File: config.mk
export PLATFORM = sky130hd
export DESIGN_NAME = h_layer_sequencer
export DESIGN_NICKNAME = d
export VERILOG_FILES = /design/src/rtl/h_layer_sequencer.sv
export SDC_FILE = /design/constraint.sdc
export NUM_CORES = 2
export LEC_CHECK = 0
export BUFFER_PORTS_ARGS = -buffer_cell sky130_fd_sc_hd__buf_4
export CORE_MARGIN = 1
export CORE_UTILIZATION = 60
export CTS_CLUSTER_SIZE = 16
export DETAILED_ROUTE_END_ITERATION = 8
export PLACE_DENSITY = 0.82
export SYNTH_ARGS = -nofsm -noshare
export SYNTH_HDL_FRONTEND = slang
export SYNTH_SLANG_ARGS = --single-unit
File: constraint.sdc
create_clock -name clk -period 7.02 [get_ports clk]
set_input_delay 1.755 -clock clk [delete_from_list [all_inputs] [get_ports clk]]
set_output_delay 1.755 -clock clk [all_outputs]
set_load 0.1 [all_outputs]
File: src/rtl/h_layer_sequencer.sv
// Layered-decoder base-matrix sequencer: stores one circulant shift row per
// layer and streams them layer by layer, iteration after iteration.
module h_layer_sequencer #(
    parameter int SHIFT_W = 8,
    parameter int NCOL    = 35,
    parameter int NLAYER  = 4,
    parameter int ITER_W  = 5,
    localparam int LAYER_W = (NLAYER > 2) ? $clog2(NLAYER) : 1,
    localparam int ROW_W   = SHIFT_W * NCOL
) (
    input  logic               clk,
    input  logic               rst_n,
    input  logic               cfg_we,
    input  logic [LAYER_W-1:0] cfg_addr,
    input  logic [ROW_W-1:0]   cfg_data,
    input  logic               start,
    input  logic [ITER_W-1:0]  max_iter,
    input  logic               restart_iter,
    input  logic               row_ready,
    output logic               row_valid,
    output logic [ROW_W-1:0]   row_data,
    output logic [LAYER_W-1:0] row_layer,
    output logic               row_last,
    output logic               iter_done,
    output logic [ITER_W-1:0]  iter_cnt,
    output logic               busy,
    output logic               done
);

    localparam logic [0:0] S_IDLE = 1'b0;
    localparam logic [0:0] S_RUN  = 1'b1;

    localparam logic [LAYER_W-1:0] LAST_LAYER = LAYER_W'(NLAYER - 1);
    localparam logic [LAYER_W:0]   NLAYER_X   = (LAYER_W + 1)'(NLAYER);

    logic [0:0]         state;
    logic [ROW_W-1:0]   tbl [NLAYER];
    logic [ITER_W-1:0]  limit;
    logic [ITER_W-1:0]  iter_nxt;
    logic [LAYER_W-1:0] nxt_layer;
    logic               hs;
    logic               at_last;
    logic               cfg_hit;
    logic               start_ok;

    assign hs        = row_valid && row_ready;
    assign at_last   = (row_layer == LAST_LAYER);
    assign nxt_layer = row_layer + 1'b1;
    assign iter_nxt  = iter_cnt + 1'b1;
    assign busy      = (state == S_RUN);

    // Table is frozen while a run is streaming it.
    assign cfg_hit  = (state == S_IDLE) && cfg_we &&
                      ({1'b0, cfg_addr} < NLAYER_X);
    assign start_ok = (state == S_IDLE) && start && !cfg_we;

    always_ff @(posedge clk or negedge rst_n) begin
        if (!rst_n) begin
            for (int i = 0; i < NLAYER; i++) begin
                tbl[i] <= '0;
            end
        end else if (cfg_hit) begin
            tbl[cfg_addr] <= cfg_data;
        end
    end

    always_ff @(posedge clk or negedge rst_n) begin
        if (!rst_n) begin
            state     <= S_IDLE;
            limit     <= '0;
            row_valid <= 1'b0;
            row_data  <= '0;
            row_layer <= '0;
            row_last  <= 1'b0;
            iter_done <= 1'b0;
            iter_cnt  <= '0;
            done      <= 1'b0;
        end else begin
            iter_done <= 1'b0;
            done      <= 1'b0;
            case (state)
                S_IDLE: begin
                    if (start_ok) begin
                        state     <= S_RUN;
                        iter_cnt  <= '0;
                        limit     <= (max_iter == '0) ? ITER_W'(1) : max_iter;
                        row_valid <= 1'b1;
                        row_layer <= '0;
                        row_data  <= tbl[0];
                        row_last  <= 1'b0;
                    end
                end
                S_RUN: begin
                    if (restart_iter) begin
                        row_valid <= 1'b1;
                        row_layer <= '0;
                        row_data  <= tbl[0];
                        row_last  <= 1'b0;
                    end else if (hs) begin
                        if (at_last) begin
                            iter_done <= 1'b1;
                            iter_cnt  <= iter_nxt;
                            row_last  <= 1'b0;
                            if (iter_nxt == limit) begin
                                state     <= S_IDLE;
                                row_valid <= 1'b0;
                                done      <= 1'b1;
                            end else begin
                                row_layer <= '0;
                                row_data  <= tbl[0];
                            end
                        end else begin
                            row_layer <= nxt_layer;
                            row_data  <= tbl[nxt_layer];
                            row_last  <= (nxt_layer == LAST_LAYER);
                        end
                    end
                end
                default: begin
                    state     <= S_IDLE;
                    row_valid <= 1'b0;
                    row_last  <= 1'b0;
                end
            endcase
        end
    end

endmodule

==> flow_metrics.tcl <==
set metrics [dict create \
    synth-seq-cells 1417 \
    fp.coreArea_um2 101000 \
    worstPathArrival_ns 5.02 \
    max_freq_mhz 227 \
    vias_per_cell 5.88 \
    synth_area_per_cell_um2 14.3 \
    synth_common_cells "dfrtp_1 (1417), mux2_2 (1127), mux2i_1 (560), nand2_1 (289), inv_1 (282)" \
    grt_max_degree 181 \
    fp.dieW_um 322 \
    synth_ff_type "dfrtp_1" \
    fp.dieH_um 322 \
    drtIter0Drc 2229 \
    power_frac_seq 0.359 \
    synth_cell_types 39 \
    vias 37100 \
    antenna_found_initial 43 \
    grt_pass1_wl_mm 231 \
    syn_inst 4299 \
    first_global_vias 40000 \
    path_class "reg -> reg" \
    fin_tns_setup_ns 0 \
    cts-htree-levels 4 \
    ir_drop_uv 453 \
    skew_ns 0.0261 \
    pre_cts_ws_ns 2.33 \
    comb_power_share 0.449 \
    rows 116 \
    hold_viol_final 0 \
    crit_path_max_fanout 53 \
    cts_setup_buffers 0 \
    cts_root_buf "clkbuf_16" \
    synth.most_common_cell "dfrtp_1" \
    p_switching_uw 17300 \
    drive_gt1_frac 0.443 \
    synth_area_leaders "dfrtp_1 (58%), mux2_2 (21%), mux2i_1 (9.1%)" \
    drv_cap 0 \
    numPortBuffers 584 \
    rsz0062_at_grt "false" \
    finalNetCount 5102 \
    whs_path_depth 1 \
    grt_use_total 0.285 \
    hpwl_mm 86.1 \
    r2r_cells 8 \
    p_per_area_nw_per_um2 569 \
    required_ns 7.64 \
    ios 585 \
    start_kind "flip-flop" \
    slew_viol_final 0 \
    swShare 0.424 \
    synth.top_cell.area_share 0.578 \
    syn_area_um2 61400 \
    numCtsBuffers 146 \
    relSlewSlack 0.0570 \
    cp-end-kind "flip-flop" \
    syn_to_final_growth_pct 16.9 \
    period_needed_ns 4.40 \
    status "finished clean" \
    p_leak_uw 0.0343 \
    initial_core_util 0.609 \
    wl_per_cell_um 23.1 \
    drtPass1Iterations 6 \
    cts.sinks 1417 \
    synth_warnings 0 \
    die_area_um2 104000 \
    fillers 6663 \
    yosysTopAreaCell "dfrtp_1" \
    min_period_over_period 0.627 \
    seq_area_um2 35500 \
    setup_ws_ns 2.62 \
    cts_tree "built" \
    synth_seq_area_share 0.578 \
    clock_power_share 0.192 \
    drc_errors 0 \
    cts.hold.buffers_added 0 \
    ant_nets 0 \
    grt_overflow 0 \
    path_clk_slew_ns 0.06 \
    place.gp.congestion 0.793 \
    p_int_uw 23500 \
    tightest_slew_ns 1.41 \
    routed_wl_mm 146 \
    min_path_type "reg -> reg" \
    multiInputGateArea_um2 23400 \
    async_flop_share 1.00 \
    setup_viol 0 \
    clock_path_buffers 3 \
    clock_latency_ns 0.77 \
    synth_edf_count 0 \
    post_cts_resized 0 \
    syn-num-nets 4595 \
]
## kinds of logic (layout without fill, tap and decap cells)
| kind of cell | after synthesis | after routing | share of synthesized area |
|---|---|---|---|
| flops | 1417 | 1417 | 0.578 |
| xor+xnor | 7 | 7 | 0.000999 |
| mux | 1687 | 1687 | 0.298 |
| fa+ha+maj | 3 | 3 | 0.000612 |
| other cells | 0 | 28 | 0 |
| buf+inv | 562 | 1184 | 0.0425 |
| compound gates | 304 | 304 | 0.0595 |
| simple gates | 319 | 319 | 0.0204 |
## per-stage QoR
| step | instances | instance area [um^2] | hold WS [ns] | power (uW) | utilization |
|---|---|---|---|---|---|
| finish | 6306 | 71700 | 0.501 | 40800 | 0.712 |
| global route | 6304 | 71700 | 0.507 | 42700 | 0.712 |
| floorplan | 4299 | 61400 | 0.479 | 28800 | - |
| CTS | 6278 | 71600 | 0.503 | 41000 | 0.711 |
| detailed placement | 6015 | 66700 | 0.491 | 33000 | 0.662 |
| global placement | 6015 | 66700 | 0.485 | 32300 | 0.662 |
## per-layer routing
layer	vias to the layer above	track usage	share of wire	wire, um
li1	16400	-	-	-
met1	19500	0.361	0.41	59600
met2	898	0.469	0.49	71700
met3	274	0.0740	0.063	9120
met4	30	0.115	0.034	4950
met5	-	0	0.0014	206
## power groups by stage
| stage | logic (uW) | registers (uW) | clock network (uW) |
|---|---|---|---|
| CTS | 18400 | 14600 | 7970 |
| floorplan | 8700 | 20100 | 0 |
| global route | 19300 | 15100 | 8300 |
| global placement | 17800 | 14500 | 0 |
| detailed placement | 18300 | 14700 | 0 |
| finish | 18300 | 14700 | 7830 |
## placed cells by master (no fill, tap or decap), types with 7 or more instances in the layout
cell and n:
buf_12 24, buf_4 614, bufinv_16 8, clkbuf_1 24, clkbuf_16 146, clkbuf_8 38
clkinv_2 26, clkinv_8 8, dfrtp_1 1417, diode_2 28, inv_1 282, mux2_2 1127
mux2i_1 560, nand2_1 289, nor2_1 7, o21ai_0 8, o221ai_1 114, o221ai_2 165
## critical path, stage by stage, from the launching register on
cell,delay (ns)
dfrtp_1,0.52
inv_1,0.19
ha_4,0.94
buf_4,0.91
buf_4,0.96
mux2i_1,0.30
nand2_1,0.10
o221ai_2,0.10
mux2i_1,0.11
## state kept, by name, summed over array words and instances, names as in the netlist
signal,count
row_layer,2
tbl,1120
row_valid,1
done,1
row_data,280
limit,5
iter_cnt,5
iter_done,1
busy,1
row_last,1
## path summary, 6_finish.rpt
| check | startpoint | endpoint | slack (ns) |
|---|---|---|---|
| setup / recovery | row_layer[0] | row_data[256] | 2.62 |
| hold / removal | tbl[206] | tbl[206] | 0.50 |
| setup reg to reg | row_layer[0] | row_data[256] | 2.62 |
| hold reg to reg | tbl[206] | tbl[206] | 0.50 |
| max in group asynchronous | rst_n | tbl[744] | 4.54 |
| min in group asynchronous | rst_n | tbl[163] | 0.99 |
## final cells by class
type                            instances  area share
Antenna cell                           28    0.000977
Timing Repair Buffer                  639      0.0714
Tap cell                             1357      0.0237
Inverter                              282      0.0148
Sequential cell                      1417       0.494
Multi-Input combinational cell       2320       0.326
Clock inverter                         55     0.00944
Clock buffer                          208      0.0595
(Power assumes the default switching activity.)
